--- config.mk ---
export PLATFORM = sky130hd
export DESIGN_NAME = reply_pattern_flat
export DESIGN_NICKNAME = d
export VERILOG_FILES = /design/src/rtl/reply_pattern_pkg.sv /design/src/rtl/reply_pattern_if.sv /design/src/rtl/reply_pattern_gen.sv /design/src/rtl/reply_pattern.sv /design/src/flat_wrapper.sv
export SDC_FILE = /design/constraint.sdc
export NUM_CORES = 1
export LEC_CHECK = 0
export CAP_MARGIN = 10
export CORE_MARGIN = 10
export CORE_UTILIZATION = 48
export CTS_BUF_LIST = sky130_fd_sc_hd__clkbuf_2 sky130_fd_sc_hd__clkbuf_4 sky130_fd_sc_hd__clkbuf_8
export DETAILED_ROUTE_END_ITERATION = 8
export PLACE_DENSITY = 0.79
export SLEW_MARGIN = 20
export SYNTH_ARGS = -nofsm -noshare
export SYNTH_HDL_FRONTEND = slang
export SYNTH_SLANG_ARGS = --single-unit
--- constraint.sdc ---
create_clock -name clk -period 3.1 [get_ports clk]
set_input_delay 0.62 -clock clk [delete_from_list [all_inputs] [get_ports clk]]
set_output_delay 0.62 -clock clk [all_outputs]
set_load 0.1 [all_outputs]
--- src/rtl/reply_pattern_pkg.sv ---
// Shared types for the pattern replier: FSM states, pattern modes, LFSR step.
package reply_pattern_pkg;

  typedef enum logic [2:0] {
    ST_IDLE, ST_ARM, ST_HDR_MODE, ST_HDR_LEN, ST_WAIT_TX, ST_SEND, ST_BUSY, ST_DONE
  } state_e;

  typedef enum logic [1:0] {
    MODE_INC, MODE_DEC, MODE_LFSR, MODE_FILL
  } mode_e;

  // Galois form of x^8+x^6+x^5+x^4+1, shifting right
  localparam logic [7:0] LFSR_TAPS = 8'hB8;

  function automatic logic [7:0] lfsr_next(input logic [7:0] v);
    return {1'b0, v[7:1]} ^ (v[0] ? LFSR_TAPS : 8'h00);
  endfunction

endpackage

--- src/rtl/reply_pattern_if.sv ---
// Dispatcher / UART RX / UART TX signals seen by the pattern replier.
interface reply_pattern_if;
  logic       activate;
  logic       done;
  logic       aborted;
  logic       rx_ready;
  logic [7:0] rx_data;
  logic       tx_active;
  logic       tx_done;
  logic [7:0] tx_data;
  logic       tx_start;

  modport master (
    output activate, rx_ready, rx_data, tx_active, tx_done,
    input  done, aborted, tx_data, tx_start
  );

  modport slave (
    input  activate, rx_ready, rx_data, tx_active, tx_done,
    output done, aborted, tx_data, tx_start
  );
endinterface

--- src/rtl/reply_pattern_gen.sv ---
// Pattern source: up/down counter, LFSR or fixed fill, selected when loaded.
module reply_pattern_gen
  import reply_pattern_pkg::*;
#(
  parameter logic [7:0] LFSR_SEED = 8'h01,
  parameter logic [7:0] FILL_BYTE = 8'hA5
) (
  input  logic       clk,
  input  logic       rst_n,
  input  logic       load_i,
  input  mode_e      mode_i,
  input  logic       step_i,
  output logic [7:0] byte_o
);

  mode_e      mode_q, mode_d;
  logic [7:0] cnt_q, cnt_d;
  logic [7:0] lfsr_q, lfsr_d;

  always_comb begin
    mode_d = mode_q;
    cnt_d  = cnt_q;
    lfsr_d = lfsr_q;
    if (load_i) begin
      mode_d = mode_i;
      cnt_d  = (mode_i == MODE_DEC) ? 8'hFF : 8'h00;
      lfsr_d = LFSR_SEED;
    end else if (step_i) begin
      case (mode_q)
        MODE_INC:  cnt_d  = cnt_q + 8'd1;
        MODE_DEC:  cnt_d  = cnt_q - 8'd1;
        MODE_LFSR: lfsr_d = lfsr_next(lfsr_q);
        default:   ;
      endcase
    end
  end

  always_ff @(posedge clk or negedge rst_n) begin
    if (!rst_n) begin
      mode_q <= MODE_INC;
      cnt_q  <= 8'h00;
      lfsr_q <= LFSR_SEED;
    end else begin
      mode_q <= mode_d;
      cnt_q  <= cnt_d;
      lfsr_q <= lfsr_d;
    end
  end

  always_comb begin
    case (mode_q)
      MODE_LFSR: byte_o = lfsr_q;
      MODE_FILL: byte_o = FILL_BYTE;
      default:   byte_o = cnt_q;
    endcase
  end

endmodule

--- src/rtl/reply_pattern.sv ---
// Test responder: reads mode + little-endian length from RX, streams len+1
// pattern bytes to TX, abortable by a magic RX byte.
module reply_pattern
  import reply_pattern_pkg::*;
#(
  parameter int         CNT_BYTES  = 2,
  parameter logic [7:0] ABORT_BYTE = 8'h55,
  parameter logic [7:0] LFSR_SEED  = 8'h01,
  parameter logic [7:0] FILL_BYTE  = 8'hA5
) (
  input logic           clk,
  input logic           rst_n,
  reply_pattern_if.slave bus
);

  localparam int LW = 8 * CNT_BYTES;
  localparam int IW = (CNT_BYTES > 1) ? $clog2(CNT_BYTES) : 1;
  localparam logic [IW-1:0] IDX_LAST = IW'(CNT_BYTES - 1);

  state_e        state_q, state_d;
  logic          rx_q;
  logic          rx_evt, in_stream, abort_hit, hdr_last;
  logic [IW-1:0] idx_q;
  logic [LW-1:0] len_q, len_nxt, rem_q;
  logic          abort_q, stop_q;
  logic          done_q, done_d, aborted_q, aborted_d, tx_start_q, tx_start_d;
  logic [7:0]    tx_data_q, tx_data_d, pat_byte;
  logic          pat_load, pat_step;

  assign rx_evt    = bus.rx_ready & ~rx_q;
  assign in_stream = (state_q == ST_WAIT_TX) || (state_q == ST_SEND) || (state_q == ST_BUSY);
  assign abort_hit = rx_evt && (bus.rx_data == ABORT_BYTE) && in_stream;
  assign hdr_last  = (idx_q == IDX_LAST);
  assign pat_load  = (state_q == ST_HDR_MODE) && rx_evt;
  assign pat_step  = (state_q == ST_SEND);

  always_comb begin
    len_nxt = len_q;
    len_nxt[idx_q*8 +: 8] = bus.rx_data;
  end

  reply_pattern_gen #(
    .LFSR_SEED (LFSR_SEED),
    .FILL_BYTE (FILL_BYTE)
  ) u_gen (
    .clk    (clk),
    .rst_n  (rst_n),
    .load_i (pat_load),
    .mode_i (mode_e'(bus.rx_data[1:0])),
    .step_i (pat_step),
    .byte_o (pat_byte)
  );

  // State register
  always_ff @(posedge clk or negedge rst_n) begin
    if (!rst_n) state_q <= ST_IDLE;
    else        state_q <= state_d;
  end

  // Next state
  always_comb begin
    state_d = state_q;
    case (state_q)
      ST_IDLE:     if (bus.activate && !bus.rx_ready) state_d = ST_ARM;
      ST_ARM:      state_d = bus.activate ? ST_HDR_MODE : ST_IDLE;
      ST_HDR_MODE: if (!bus.activate) state_d = ST_IDLE;
                   else if (rx_evt)   state_d = ST_HDR_LEN;
      ST_HDR_LEN:  if (!bus.activate)          state_d = ST_IDLE;
                   else if (rx_evt && hdr_last) state_d = ST_WAIT_TX;
      ST_WAIT_TX:  if (!bus.activate)    state_d = ST_IDLE;
                   else if (abort_hit)   state_d = ST_DONE;
                   else if (!bus.tx_active) state_d = ST_SEND;
      ST_SEND:     state_d = ST_BUSY;
      // In-flight byte always completes; deactivation outranks abort/done
      ST_BUSY:     if (bus.tx_done) begin
                     if (stop_q || !bus.activate)         state_d = ST_IDLE;
                     else if (abort_q || abort_hit)       state_d = ST_DONE;
                     else if (rem_q == '0)                state_d = ST_DONE;
                     else                                 state_d = ST_WAIT_TX;
                   end
      ST_DONE:     if (!bus.activate && !bus.rx_ready && !bus.tx_active) state_d = ST_IDLE;
      default:     state_d = ST_IDLE;
    endcase
  end

  // Outputs are registered, so decode from the state being entered
  always_comb begin
    done_d     = (state_d == ST_DONE);
    aborted_d  = (state_d == ST_DONE) && (abort_q || abort_hit);
    tx_start_d = (state_d == ST_SEND);
    tx_data_d  = (state_d == ST_SEND) ? pat_byte : tx_data_q;
  end

  always_ff @(posedge clk or negedge rst_n) begin
    if (!rst_n) begin
      rx_q       <= 1'b0;
      idx_q      <= '0;
      len_q      <= '0;
      rem_q      <= '0;
      abort_q    <= 1'b0;
      stop_q     <= 1'b0;
      done_q     <= 1'b0;
      aborted_q  <= 1'b0;
      tx_start_q <= 1'b0;
      tx_data_q  <= 8'h00;
    end else begin
      rx_q       <= bus.rx_ready;
      done_q     <= done_d;
      aborted_q  <= aborted_d;
      tx_start_q <= tx_start_d;
      tx_data_q  <= tx_data_d;
      case (state_q)
        ST_IDLE: begin
          idx_q   <= '0;
          len_q   <= '0;
          rem_q   <= '0;
          abort_q <= 1'b0;
          stop_q  <= 1'b0;
        end
        ST_HDR_MODE: if (rx_evt) idx_q <= '0;
        ST_HDR_LEN: if (rx_evt) begin
          len_q <= len_nxt;
          idx_q <= idx_q + 1'b1;
          if (hdr_last) rem_q <= len_nxt;
        end
        ST_BUSY: if (state_d == ST_WAIT_TX) rem_q <= rem_q - 1'b1;
        default: ;
      endcase
      if (abort_hit) abort_q <= 1'b1;
      if (!bus.activate && (state_q == ST_SEND || state_q == ST_BUSY)) stop_q <= 1'b1;
    end
  end

  assign bus.done     = done_q;
  assign bus.aborted  = aborted_q;
  assign bus.tx_start = tx_start_q;
  assign bus.tx_data  = tx_data_q;

endmodule

--- src/flat_wrapper.sv ---
// flat-port wrapper written by rule: the top's interface ports become plain ports
module reply_pattern_flat import reply_pattern_pkg::*;
#(
  parameter int         CNT_BYTES  = 2,
  parameter logic [7:0] ABORT_BYTE = 8'h55,
  parameter logic [7:0] LFSR_SEED  = 8'h01,
  parameter logic [7:0] FILL_BYTE  = 8'hA5
)
  (clk, rst_n, bus_activate, bus_rx_ready, bus_rx_data, bus_tx_active, bus_tx_done, bus_done, bus_aborted, bus_tx_data, bus_tx_start);
  reply_pattern_if bus_i ();
  input logic clk;
  input logic rst_n;
  input wire logic [$bits(bus_i.activate)-1:0] bus_activate;
  input wire logic [$bits(bus_i.rx_ready)-1:0] bus_rx_ready;
  input wire logic [$bits(bus_i.rx_data)-1:0] bus_rx_data;
  input wire logic [$bits(bus_i.tx_active)-1:0] bus_tx_active;
  input wire logic [$bits(bus_i.tx_done)-1:0] bus_tx_done;
  output wire logic [$bits(bus_i.done)-1:0] bus_done;
  output wire logic [$bits(bus_i.aborted)-1:0] bus_aborted;
  output wire logic [$bits(bus_i.tx_data)-1:0] bus_tx_data;
  output wire logic [$bits(bus_i.tx_start)-1:0] bus_tx_start;
  assign bus_i.activate = bus_activate;
  assign bus_i.rx_ready = bus_rx_ready;
  assign bus_i.rx_data = bus_rx_data;
  assign bus_i.tx_active = bus_tx_active;
  assign bus_i.tx_done = bus_tx_done;
  assign bus_done = bus_i.done;
  assign bus_aborted = bus_i.aborted;
  assign bus_tx_data = bus_i.tx_data;
  assign bus_tx_start = bus_i.tx_start;
  reply_pattern #(.CNT_BYTES(CNT_BYTES), .ABORT_BYTE(ABORT_BYTE), .LFSR_SEED(LFSR_SEED), .FILL_BYTE(FILL_BYTE)) u_core (.clk(clk), .rst_n(rst_n), .bus(bus_i));
endmodule
=== Yosys cells after proc, flatten, opt, wreduce, memory -nomap -nowiden ===
Cells that the tools add are included.

* Register bits after elaboration: 68
* Logic and storage cells: 113
* Bits of input ports: 14
* Output and inout port bits: 11

* Muxes and demuxes: 37
* Equality and inequality tests: 19
* Bitwise operators: 3
* Shift operators: 2
* Reductions and logical operators: 33
* $add $sub $neg: 5

{| class="wikitable"
|+ Operator list
! cell !! number
|-
| 16-bit two-way mux || 4
|-
| 8-bit two-way mux || 7
|-
| 16-bit one-hot mux with 3 select lines || 1
|-
| 3-bit two-way mux || 12
|-
| 4-bit negation with 34-bit output || 1
|-
| 8-bit by 34-bit variable shift with 16-bit output, first input constant || 1
|-
| 8-bit by 34-bit indexed part select with 16-bit output || 1
|-
| 16-bit one-hot mux with 2 select lines || 1
|-
| 8-bit one-hot mux with 2 select lines || 2
|-
| 3-bit one-hot mux with 8 select lines || 1
|-
| 3-bit equality test, second input constant || 7
|-
| 16-bit bitwise mux || 1
|-
| 16-bit zero test || 1
|-
| 16-bit by 1-bit subtractor with 16-bit output, second input constant || 1
|-
| 2-bit nonzero test || 5
|-
| 1-bit logical AND || 9
|-
| 3-bit nonzero test || 3
|-
| 8-bit by 1-bit adder with 8-bit output, second input constant || 1
|-
| 8-bit by 7-bit equality test with 1-bit output, second input constant || 1
|-
| 8-bit by 1-bit subtractor with 8-bit output, second input constant || 1
|-
| 7-bit by 8-bit XOR with 8-bit output || 1
|-
| 3-bit by 2-bit equality test with 1-bit output, second input constant || 2
|-
| 2-bit by 1-bit inequality test with 1-bit output, second input constant || 3
|-
| 2-bit AND reduction || 3
|-
| other kinds (16) || 29
|}

=== Depth between registers and ports, before layout ===
* Depth after elaboration: 12
* Gate-level depth with buffers: 11
* Depth with buffers taken out: 10

=== Hierarchy ===
From an unflattened synthesis, not the netlist that was laid out.

* Cells, all modules: 405
* Area total of the unflattened synthesis: 3897.5 um2

{| class="wikitable"
|+ Modules (own cells, without submodules)
! module !! sequential area each (um2) !! area an instance (um2) !! instances !! cells each
|-
| reply_pattern || 1251.2 || 2763.9 || 1 || 275
|-
| reply_pattern_gen || 451.7 || 1133.6 || 1 || 130
|}

=== Worst setup path after synthesis ===
OpenSTA, ideal clock, no wires.

* Path type: input to register
* Start point: input bus_rx_data[1]
* End point: register u_core.tx_data_q[0] (netlist: u_core.bus.tx_data[0])
* Data required time: 2975 ps
* Arrival: 2587 ps
* Path slack: 388 ps
* Stages: 8
* Cells stage by stage: or4b_4 -> nor4_4 -> nor3b_2 -> o221ai_2 -> nor3_2 -> or2_1 -> buf_6 -> mux2_4

* Longest elaborated chain between the ends: 9
* Elaborated cells on any way between the ends: 11
* Classes of those cells: eq/ne (2); mux (6); reduce/logical (3)

{| class="wikitable"
|+ RTL lines
! element !! RTL line !! text
|-
| start, declared || flat_wrapper.sv:15 || <nowiki>input wire logic [$bits(bus_i.rx_data)-1:0] bus_rx_data;</nowiki>
|-
| 8-bit by 7-bit equality test with 1-bit output * || reply_pattern.sv:32 || <nowiki>assign abort_hit = rx_evt && (bus.rx_data == ABORT_BYTE) && in_stream;</nowiki>
|-
| 1-bit logical AND * (2 in a row) || reply_pattern.sv:32 ||
|-
| 1-bit logical OR || reply_pattern.sv:77 || <nowiki>else if (abort_q || abort_hit) state_d = ST_DONE;</nowiki>
|-
| 3-bit two-way mux || reply_pattern.sv:77 ||
|-
| 3-bit two-way mux || reply_pattern.sv:76 || <nowiki>if (stop_q || !bus.activate) state_d = ST_IDLE;</nowiki>
|-
| 3-bit two-way mux || reply_pattern.sv:75 || <nowiki>ST_BUSY: if (bus.tx_done) begin</nowiki>
|-
| 3-bit one-hot mux with 8 select lines * || reply_pattern.sv:63 || <nowiki>case (state_q)</nowiki>
|-
| 3-bit equality test * || reply_pattern.sv:91 || <nowiki>tx_data_d = (state_d == ST_SEND) ? pat_byte : tx_data_q;</nowiki>
|-
| end signal, assigned || reply_pattern.sv:111 || <nowiki>tx_data_q <= tx_data_d;</nowiki>
|-
| end, declared || reply_pattern.sv:27 || <nowiki>logic [7:0] tx_data_q, tx_data_d, pat_byte;</nowiki>
|}

Every way passes the cells marked *; elsewhere a longest branch is shown, timed or not.
A chain may end at the register's enable or synchronous reset.

=== Worst setup path after layout ===
* Start point: input bus_rx_data[3]
* End point: register u_core.tx_data_q[4] (netlist: u_core.bus.tx_data[4])

The elaborated chain is that of the path after synthesis.

==> impl_results.md <==
* CTS sink count at slightly below 70
* Total GRT Usage at 0.165
* First-pass GRT wire length at roughly 16000 um
* Area growth syn-to-layout at 17.4%
* CP Class: primary input to flip-flop
* Seq/Total Area, Yosys at 0.438
* Post-Place Cell Area at ~4400 um^2
* Hold Crit Class: primary input to asynchronous set/reset pin
* Share of layout cells above drive strength 1 at 0.167
* Final design utilization at 0.584
* Max_cap viols at 0
* Fin crit share at 0.958
* Final cell count without fillers at approximately 580
* Worst-Skew Late Latency at 0.36 ns
* Final Max Slew Viols at 0
* Placed cells at between 500 and 600
* Die width at 110 um
* Count of input and output buffers at 24
* Layout Nets at 491
* Number of flops mapped to enable cells by yosys at 0
* Post-DR wirelength/cell at about 17 um
* Vias at about 3400
* Pre-CTS setup slack at -0.288 ns
* Initial DRC count at 305
* Worst slew margin at 0.431
* Clock slew at reported path FFs at approximately 0.07 ns
* CP Launch Type: primary input
* Seq cells post-synth at slightly below 70
* Top cell type's share of synthesized area at 0.432
* Core area at just under 8000 um^2
* Slowest cell on crit path: or4b_4
* Fin crit period at approximately 3.0 ns
* Post-synth ARST share at 1.00
* Drt via density at between 5 and 6
* Post-CTS Setup Repair Bufs at 0
* VDD IR max at around 0.00058 V
* Cell Area, Synth at 3880 um^2
* Mapped Avg Cell Area at between 9 and 10 um^2
* Worst clock skew at ~0.011 ns
* Post-CTS sizing at 0
* CTS Buffer Depth at 2
* Clk root buf: clkbuf_8
* I/O pin total at 25
* Post-route ant nets at 0
* GP Congestion at 0.897
* Setup violations, final at 0
* Gate Count Post-Synth at about 430
* Wirelength, routed at approximately 9500 um
* Largest net degree at the start of global routing at 69
* Cell breakdown of the critical path: clkdlybuf4s50_1 -> or4b_4 -> nor4_4 -> nor3b_2 -> o221ai_2 -> nor3_2 -> or2_1 -> mux2_4
* Top Family by Delay on Critical Path: simple AND/OR/NAND/NOR gates
* Die Ht at around 110 um
* Dominant cells by area after synthesis: dfrtp_1 43%, nor2_1 5.8%, o21ai_0 5.5%
* Req. time, crit path at between 3 and 4 ns
* Status: finished, final reports clean
* Dpl hpwl at 6890 um
* Die area at between 10000 and 15000 um^2
* DR DRC count at 0
* Vias in the first global route at 3203
* Most common flop cell mapped by yosys: dfrtp_1
* Distinct cell type count after synthesis at 59
* Leakage power at ~2.1 nW
* Initial antenna violation count at 0
* Rows at 32
* Yosys top cell by area: dfrtp_1
* Synth warn at 0
* Fin. Hold Viols at 0
* Worst Max-Slew Pin Slew at 0.853 ns
* Fmax at about 340 MHz
* CTS tree: done
* GR Overflow Total at 0
* RSZ-0062 raised after global routing: false
* H-tree depth at 3
* Antenna cells at 0
* 1st-pass router iterations at 5
* Crit path DAT at ~3.2 ns
* Flop-to-flop setup slack at 0.41 ns
* Final Cell Area at 4560 um^2
* Initial Util at 0.498
* Crit end category: flip-flop
* CTS buffer count at 9
* Worst-path fanout max at 9
* Worst stage delay on the critical path at 0.55 ns
* Syn_nets at roughly 450
* Fin worst setup slack at ~0.13 ns
* Pwr Density at between 600 and 700 nW/um^2
* CTS hold repair buffers at 0
* CP bufs+invs at 1
synth_stat cells, drive strengths merged, types with 2 or more instances:
cell type and count:
o221ai 3, buf 6, o21a 2, nand3b 2, xor2 6, dfrtp 67, nor3 17, o31ai 4
nand4 2, nor4 7, a21o 3, a21oi 30, and2 3, nor2 60, nor2b 7, clkbuf 14
nand2 28, o311ai 2, or2 6, mux2 9, a211oi 2, o22ai 4, a31oi 4, or3 3
inv 15, ha 8, nor4b 2, xnor2 3, nand2b 8, a22o 13, or4b 2, nand3 4
mux2i 18, o21ai 45, nand4b 2
power breakdown:
| group | leakage [nW] | switching, mW | total, mW | internal, mW |
|---|---|---|---|---|
| Clock | 0.107 | 0.333 | 0.728 | 0.395 |
| Sequential | 0.906 | 0.111 | 1.10 | 0.989 |
| Combinational | 1.06 | 0.706 | 1.18 | 0.469 |
through the flow:
step / hold slack (ns) / power (mW) / TNS [ns]
floorplan: 0.324 / 1.98 / 0
global placement: 0.460 / 2.25 / -1.17
detailed placement: 0.480 / 2.29 / -1.96
CTS: 0.490 / 3.01 / 0
global route: 0.499 / 3.19 / 0
finish: 0.446 / 3.00 / 0
final timing paths:
path / from / end / cells after the start
setup / recovery: bus_rx_data[3] / u_core.bus.tx_data[4]$_DFFE_PN0P_ / 8
hold / removal: rst_n / u_core.rem_q[13]$_DFFE_PN0P_ / 2
setup reg to reg: u_core.state_q[2]$_DFF_PN0_ / u_core.bus.tx_data[4]$_DFFE_PN0P_ / 7
hold reg to reg: u_core.len_q[8]$_DFFE_PN0P_ / u_core.len_q[8]$_DFFE_PN0P_ / 1
max in group asynchronous: rst_n / u_core.u_gen.cnt_q[4]$_DFFE_PN0P_ / 2
min in group clk: u_core.len_q[8]$_DFFE_PN0P_ / u_core.len_q[8]$_DFFE_PN0P_ / 1
flip-flops by register name (all words and copies together), names as in the netlist:
register	count
u_core.abort_q	1
u_core.bus.aborted	1
u_core.bus.done	1
u_core.bus.tx_data	8
u_core.bus.tx_start	1
u_core.hdr_last	1
u_core.len_q	16
u_core.rem_q	16
u_core.rx_q	1
u_core.state_q	3
u_core.stop_q	1
u_core.u_gen.cnt_q	8
u_core.u_gen.lfsr_q	8
u_core.u_gen.mode_q	2
cell usage in the layout (no fill, tap or decap), drive strengths merged, types with 9 or more instances in the layout:
cell type / n
a21oi: 30
a22o: 13
buf: 40
clkbuf: 15
clkdlybuf4s50: 12
dfrtp: 67
inv: 15
mux2: 9
mux2i: 18
nand2: 28
nor2: 60
nor3: 17
o21ai: 45
cell type report:
| class | count | area [um^2] |
|---|---|---|
| fillers | 636 | 3250 |
| flip-flops and latches | 68 | 1700 |
| inverters | 15 | 56.3 |
| repair buffers | 52 | 430 |
| clock buffers | 15 | 194 |
| multi-input cells | 322 | 2050 |
| well taps | 102 | 128 |
| clock inverters | 1 | 5.00 |
cell families (layout without fill, tap and decap cells):
kind of cell    Yosys count  in the layout  share of synthesized area
fa+ha+maj                 9              9                     0.0309
buf+inv                  35             83                     0.0367
mux                      27             27                     0.0783
flops                    68             68                      0.438
compound gates          120            120                      0.191
xor+xnor                  9              9                     0.0203
simple gates            157            157                      0.204
per-layer routing:
layer  global-route usage  vias to the layer above  share of wire
li1                     -                     1611              -
met1                0.215                     1611           0.44
met2                0.255                      139           0.46
met3               0.0357                       24          0.070
met4               0.0762                        0          0.026
met5                    0                        -              0
(Power assumes the default switching activity.)
